**src/rtl/uart_rx_frame_controller.sv**
```systemverilog
// 8N1 UART receive sequencer with a one-deep valid/ready holding register.
// Define UART_RX_PARITY_EN to expect an even-parity bit between data bit 7 and the stop bit.
module uart_rx_frame_controller #(
  parameter int CLKS_PER_BIT = 434
) (
  input  logic       clockIN,
  input  logic       nResetIN,
  input  logic       rxIN,
  input  logic       readyIN,
  output logic [7:0] dataOUT,
  output logic       validOUT,
  output logic       frameErrorOUT,
  output logic       overrunOUT,
  output logic       busyOUT
);

  localparam int HALF_BIT = CLKS_PER_BIT / 2;
  localparam logic [15:0] BIT_LAST  = 16'(CLKS_PER_BIT - 1);
  localparam logic [15:0] HALF_LAST = 16'(HALF_BIT - 1);

  typedef enum logic [2:0] {
    S_IDLE,
    S_START,
    S_DATA,
`ifdef UART_RX_PARITY_EN
    S_PARITY,
`endif
    S_STOP,
    S_BREAK
  } state_t;

  state_t      state_q, state_d;
  logic [15:0] cnt_q, cnt_d;
  logic [2:0]  bit_idx_q, bit_idx_d;
  logic [7:0]  shift_q, shift_d;
  logic [7:0]  data_q, data_d;
  logic        valid_q, valid_d;
  logic        frame_err_q, frame_err_d;
  logic        overrun_q, overrun_d;
  logic        byte_done;
`ifdef UART_RX_PARITY_EN
  logic        par_err_q, par_err_d;
`endif

  always_ff @(posedge clockIN or negedge nResetIN) begin
    if (!nResetIN) begin
      state_q     <= S_IDLE;
      cnt_q       <= '0;
      bit_idx_q   <= '0;
      shift_q     <= '0;
      data_q      <= '0;
      valid_q     <= 1'b0;
      frame_err_q <= 1'b0;
      overrun_q   <= 1'b0;
`ifdef UART_RX_PARITY_EN
      par_err_q   <= 1'b0;
`endif
    end else begin
      state_q     <= state_d;
      cnt_q       <= cnt_d;
      bit_idx_q   <= bit_idx_d;
      shift_q     <= shift_d;
      data_q      <= data_d;
      valid_q     <= valid_d;
      frame_err_q <= frame_err_d;
      overrun_q   <= overrun_d;
`ifdef UART_RX_PARITY_EN
      par_err_q   <= par_err_d;
`endif
    end
  end

  always_comb begin
    state_d     = state_q;
    cnt_d       = cnt_q + 16'd1;
    bit_idx_d   = bit_idx_q;
    shift_d     = shift_q;
    frame_err_d = 1'b0;
    byte_done   = 1'b0;
`ifdef UART_RX_PARITY_EN
    par_err_d   = par_err_q;
`endif
    case (state_q)
      S_IDLE: begin
        cnt_d = '0;
        if (!rxIN) state_d = S_START;
      end
      S_START: begin
        // Re-check the line mid start bit so a short glitch is a false start
        if (cnt_q == HALF_LAST) begin
          cnt_d = '0;
          if (rxIN) begin
            state_d = S_IDLE;
          end else begin
            state_d   = S_DATA;
            bit_idx_d = '0;
          end
        end
      end
      S_DATA: begin
        if (cnt_q == BIT_LAST) begin
          cnt_d            = '0;
          shift_d[bit_idx_q] = rxIN;
          bit_idx_d        = bit_idx_q + 3'd1;
          if (bit_idx_q == 3'd7) begin
`ifdef UART_RX_PARITY_EN
            state_d = S_PARITY;
`else
            state_d = S_STOP;
`endif
          end
        end
      end
`ifdef UART_RX_PARITY_EN
      S_PARITY: begin
        if (cnt_q == BIT_LAST) begin
          cnt_d     = '0;
          par_err_d = ^{shift_q, rxIN};
          state_d   = S_STOP;
        end
      end
`endif
      S_STOP: begin
        if (cnt_q == BIT_LAST) begin
          cnt_d = '0;
          if (!rxIN) begin
            frame_err_d = 1'b1;
            state_d     = S_BREAK;
`ifdef UART_RX_PARITY_EN
          end else if (par_err_q) begin
            frame_err_d = 1'b1;
            state_d     = S_IDLE;
`endif
          end else begin
            byte_done = 1'b1;
            state_d   = S_IDLE;
          end
        end
      end
      S_BREAK: begin
        // A held-low line must return high before another start can be seen
        cnt_d = '0;
        if (rxIN) state_d = S_IDLE;
      end
      default: begin
        cnt_d   = '0;
        state_d = S_IDLE;
      end
    endcase
  end

  // Holding register: a same-cycle consume makes room for the new byte
  always_comb begin
    data_d    = data_q;
    valid_d   = valid_q;
    overrun_d = 1'b0;
    if (valid_q && readyIN) valid_d = 1'b0;
    if (byte_done) begin
      if (!valid_q || readyIN) begin
        data_d  = shift_q;
        valid_d = 1'b1;
      end else begin
        overrun_d = 1'b1;
      end
    end
  end

  assign dataOUT       = data_q;
  assign validOUT      = valid_q;
  assign frameErrorOUT = frame_err_q;
  assign overrunOUT    = overrun_q;
  assign busyOUT       = (state_q != S_IDLE);

endmodule

```
**config.mk**
```make
export PLATFORM = sky130hd
export DESIGN_NAME = uart_rx_frame_controller
export DESIGN_NICKNAME = d
export VERILOG_FILES = /design/src/rtl/uart_rx_frame_controller.sv
export SDC_FILE = /design/constraint.sdc
export NUM_CORES = 1
export LEC_CHECK = 0
export CAP_MARGIN = 10
export CORE_MARGIN = 5
export CORE_UTILIZATION = 45
export CTS_CLUSTER_SIZE = 40
export DETAILED_ROUTE_END_ITERATION = 7
export REMOVE_ABC_BUFFERS = 1
export SETUP_SLACK_MARGIN = 0.2
export SLEW_MARGIN = 20
export SYNTH_ARGS = -nofsm -noshare
export SYNTH_HDL_FRONTEND = slang
export SYNTH_SLANG_ARGS = --single-unit
export TNS_END_PERCENT = 5
```
**constraint.sdc**
```tcl
create_clock -name clockIN -period 4.2 [get_ports clockIN]
set_input_delay 1.05 -clock clockIN [delete_from_list [all_inputs] [get_ports clockIN]]
set_output_delay 1.05 -clock clockIN [all_outputs]
set_load 0.02 [all_outputs]
```
==> impl_table.tex <==
\begin{tabular}{lr}
\hline
Metric & Value \\
\hline
\multicolumn{2}{l}{\textbf{Routing}} \\
\quad Drt via density & 5.65 \\
\quad Routed via count & 1419 \\
\quad Aggregate routed wire length & 3810 µm \\
\quad TritonRoute pass-1 iters & 4 \\
\quad Average wire per cell in the routed design & 15.2 µm \\
\quad Post-detailed-route DRC marker count & 0 \\
\quad Count of nets left with antenna violations after detail routing & 0 \\
\quad Detailed Route Iter0 Violations & 102 \\
\multicolumn{2}{l}{\textbf{Layout}} \\
\quad Number of cells in the finished layout apart from fillers & 251 \\
\quad Antenna Cells & 0 \\
\quad Layout cell share with drive strength beyond 1 & 16.1\% \\
\quad Nets & 207 \\
\quad Most frequent cells in the layout & 41 x sky130\_fd\_sc\_hd\_\_dfrtp\_1, 21 x sky130\_fd\_sc\_hd\_\_nor2\_1, 16 x sky130\_fd\_sc\_hd\_\_mux2\_2 \\
\quad Most common library cell in the layout ignoring fill and taps & sky130\_fd\_sc\_hd\_\_dfrtp\_1 \\
\quad Layout area overhead & 12.4\% \\
\multicolumn{2}{l}{\textbf{Clocking}} \\
\quad Clock transition at the registers of the reported paths & 0.08 ns \\
\quad Number of gates resized after CTS & 0 \\
\quad Number of hold-repair buffers added at the cts stage & 0 \\
\quad Total number of H-tree levels & 2 \\
\quad Buffer type at the clock tree root & sky130\_fd\_sc\_hd\_\_clkbuf\_8 \\
\quad Clock tree from TritonCTS & done \\
\quad Setup fix buffers added after clock tree synthesis & 0 \\
\quad Clk buf depth & 2 \\
\quad Worst-Skew Late Latency & 0.29 ns \\
\quad Clk sink count & 41 \\
\quad TritonCTS Buffers & 5 \\
\multicolumn{2}{l}{\textbf{Timing}} \\
\quad Number of slew-limit violations in the final report & 0 \\
\quad Post-route fraction of the period consumed by the critical path & 64.1\% \\
\quad Final setup fails & 0 \\
\quad Sum of negative setup slack & 0 ns \\
\quad Highest Clock Rate & 371 MHz \\
\quad Hold Vio Cnt, Final & 0 \\
\quad Post-route minimum period & 2.69 ns \\
\quad Setup Skew & 0.00466 ns \\
\quad Worst slew margin & 39.9\% \\
\quad Worst hold slack across all endpoints & 0.509 ns \\
\quad Slew @ Worst Pin & 0.901 ns \\
\quad Setup repair after global routing missed its margin & false \\
\multicolumn{2}{l}{\textbf{Die}} \\
\quad Total Die Area & 0.00601 mm² \\
\quad Chip height & 77.5 µm \\
\quad Placeable core region & 0.00438 mm² \\
\quad Top-Level Pins & 16 \\
\quad Die Wd & 77.5 µm \\
\quad Core Rows & 24 \\
\quad Starting density of the core & 46.8\% \\
\multicolumn{2}{l}{\textbf{Setup path}} \\
\quad Start-to-end type of the worst setup path & reg2out \\
\quad Startpoint type of the worst setup path & flip-flop \\
\quad Arrival @ worst endpoint & 1.64 ns \\
\quad Critical path endpoint category & primary output \\
\quad Worst endpoint required time & 3.15 ns \\
\quad CP Max Fanout & 7 \\
\multicolumn{2}{l}{\textbf{Logic synthesis}} \\
\quad Mean instance size in the synthesized netlist & 11.1 µm² \\
\quad Number of warnings reported in the yosys synthesis log & 0 \\
\quad Total of flip-flops plus latches after synthesis & 41 \\
\quad Area share of the largest cell type after synthesis & 50.0\% \\
\quad Count of distinct cell types in the synthesized netlist & 38 \\
\quad Area contributors post-synth & sky130\_fd\_sc\_hd\_\_dfrtp\_1 50\%, sky130\_fd\_sc\_hd\_\_mux2\_2 8.8\%, sky130\_fd\_sc\_hd\_\_nor2\_1 3.8\% \\
\quad Cell type contributing the most total cell area after synthesis & sky130\_fd\_sc\_hd\_\_dfrtp\_1 \\
\quad Number of cells produced by synthesis & 185 \\
\quad Post-synthesis sequential area ratio & 50.0\% \\
\quad Mapped Area & 0.00205 mm² \\
\multicolumn{2}{l}{\textbf{Run}} \\
\quad Max-cap viol count & 0 \\
\multicolumn{2}{l}{\textbf{Pwr}} \\
\quad Switch Pwr & 0.303 mW \\
\quad Sequential fraction of design power & 50.5\% \\
\quad Total Power Consumption & 0.954 mW \\
\quad Part of the power in combinational logic & 20.0\% \\
\quad Power density over cell area & 414 mW/mm² \\
\quad Portion of total power attributed to the clock network & 29.5\% \\
\quad Leak Pwr & 1.00 nW \\
\quad Sw Ratio & 31.8\% \\
\quad Worst vdd rail ir drop & 0.000245 V \\
\quad P\_int & 0.650 mW \\
\multicolumn{2}{l}{\textbf{Placed design}} \\
\quad Final weighted congestion in routability-driven placement & 0.781 \\
\quad HPWL after DPL & 2640 µm \\
\quad Buffers on Ports & 15 \\
\quad Placed cell count & 243 \\
\multicolumn{2}{l}{\textbf{Global route}} \\
\quad Initial antenna violation count & 0 \\
\quad Global-route wire length before repair & 7040 µm \\
\quad Maximum number of pins on one net before global-route repair & 42 \\
\quad Number of global-route vias before repair & 1453 \\
\quad Overall track demand over capacity in global routing & 14.3\% \\
\quad Global-route congestion overflow total & 0 \\
\multicolumn{2}{l}{\textbf{Run status}} \\
\quad Status & finished clean \\
\multicolumn{2}{l}{\textbf{Worst hold path}} \\
\quad Class of the tightest hold or removal check & reg2reg \\
\hline
\end{tabular}
-- path summary, 6_finish.rpt --
| check | to | startpoint | slack [ns] | cells past startpoint |
|---|---|---|---|---|
| setup / recovery | busyOUT | state_q[1] | 1.51 | 3 |
| min in group asynchronous | cnt_q[10] | nResetIN | 0.88 | 1 |
| setup reg to reg | state_q[0] | cnt_q[12] | 2.06 | 4 |
| hold reg to reg | dataOUT[4] | dataOUT[4] | 0.51 | 1 |
| hold / removal | dataOUT[4] | dataOUT[4] | 0.51 | 1 |
| max in group asynchronous | cnt_q[8] | nResetIN | 2.75 | 1 |
-- power by group through the flow --
stage	clock network, mW	registers, mW	logic (mW)
5_1_grt	0.311	0.489	0.214
3_5_place_dp	0	0.488	0.191
4_1_cts	0.291	0.480	0.193
3_3_place_gp	0	0.486	0.184
6_report	0.281	0.482	0.190
2_1_floorplan	0	0.476	0.140
-- per-layer routing --
| layer | wire length (µm) | GRT usage, % | up-vias |
|---|---|---|---|
| met4 | 55 | 4.81 | 0 |
| met1 | 1820 | 19.5 | 707 |
| met5 | 0 | 0 | - |
| met2 | 1770 | 21.3 | 21 |
| li1 | - | - | 686 |
| met3 | 170 | 5.09 | 5 |
-- stage by stage --
stage | util, % | setup slack, ns | area (µm²)
6_report | 52.6 | 1.51 | 2300
2_1_floorplan | - | 2.15 | 1990
4_1_cts | 52.6 | 1.51 | 2300
3_3_place_gp | 50.3 | 1.32 | 2200
3_5_place_dp | 50.3 | 1.23 | 2200
5_1_grt | 52.6 | 1.42 | 2300
-- cells in the mapped netlist --
cell	instances
sky130_fd_sc_hd__a2111o_1	1
sky130_fd_sc_hd__a21oi_1	5
sky130_fd_sc_hd__a311oi_1	1
sky130_fd_sc_hd__a32oi_1	1
sky130_fd_sc_hd__a32oi_2	1
sky130_fd_sc_hd__and2_1	1
sky130_fd_sc_hd__and3_1	5
sky130_fd_sc_hd__and4_1	2
sky130_fd_sc_hd__and4bb_2	1
sky130_fd_sc_hd__buf_2	4
sky130_fd_sc_hd__buf_4	2
sky130_fd_sc_hd__buf_8	1
sky130_fd_sc_hd__clkbuf_1	2
sky130_fd_sc_hd__dfrtp_1	41
sky130_fd_sc_hd__ha_1	5
sky130_fd_sc_hd__inv_1	7
sky130_fd_sc_hd__mux2_2	16
sky130_fd_sc_hd__mux2i_1	1
sky130_fd_sc_hd__nand2_1	7
sky130_fd_sc_hd__nand2b_1	2
sky130_fd_sc_hd__nand3_1	8
sky130_fd_sc_hd__nand3b_1	1
sky130_fd_sc_hd__nand4_1	10
sky130_fd_sc_hd__nand4_2	1
sky130_fd_sc_hd__nand4b_1	3
sky130_fd_sc_hd__nor2_1	21
sky130_fd_sc_hd__nor2b_1	2
sky130_fd_sc_hd__nor3_1	4
sky130_fd_sc_hd__nor3_4	1
sky130_fd_sc_hd__nor4_1	3
sky130_fd_sc_hd__nor4_4	2
sky130_fd_sc_hd__nor4bb_1	1
sky130_fd_sc_hd__o21ai_0	6
sky130_fd_sc_hd__o2bb2ai_1	1
sky130_fd_sc_hd__or2_2	1
sky130_fd_sc_hd__or4_1	3
sky130_fd_sc_hd__xnor2_1	7
sky130_fd_sc_hd__xor2_1	4
-- critical path, cell delays in order, from the launching register on --
cell	delay (ns)
sky130_fd_sc_hd__dfrtp_1	0.45
sky130_fd_sc_hd__nor2_1	0.27
sky130_fd_sc_hd__nand2_1	0.09
sky130_fd_sc_hd__clkdlybuf4s50_1	0.54
-- final cells by class --
class | count | area [µm²]
clock buffer | 7 | 96.3
clock inverter | 1 | 5.00
fill | 398 | 2080
inverter | 7 | 26.3
multi-input combinational | 128 | 941
sequential | 41 | 1030
tap | 52 | 65.1
timing repair buffer | 15 | 145
-- cell families after synthesis --
logic type      Yosys count  share of synthesized area, %
compound gates           16                          5.31
xor+xnor                 11                          4.70
fa+ha+maj                 5                          3.05
buf+inv                  16                          4.09
flops                    41                          50.0
mux                      17                          9.27
simple gates             79                          23.6
-- sequential cells by signal, summed over array words and instances (netlist names) --
name	count
cnt_q	16
dataOUT	8
shift_q	8
bit_idx_q	3
state_q	3
frameErrorOUT	1
overrunOUT	1
validOUT	1
Note: power is estimated with default switching activity, not from simulation.
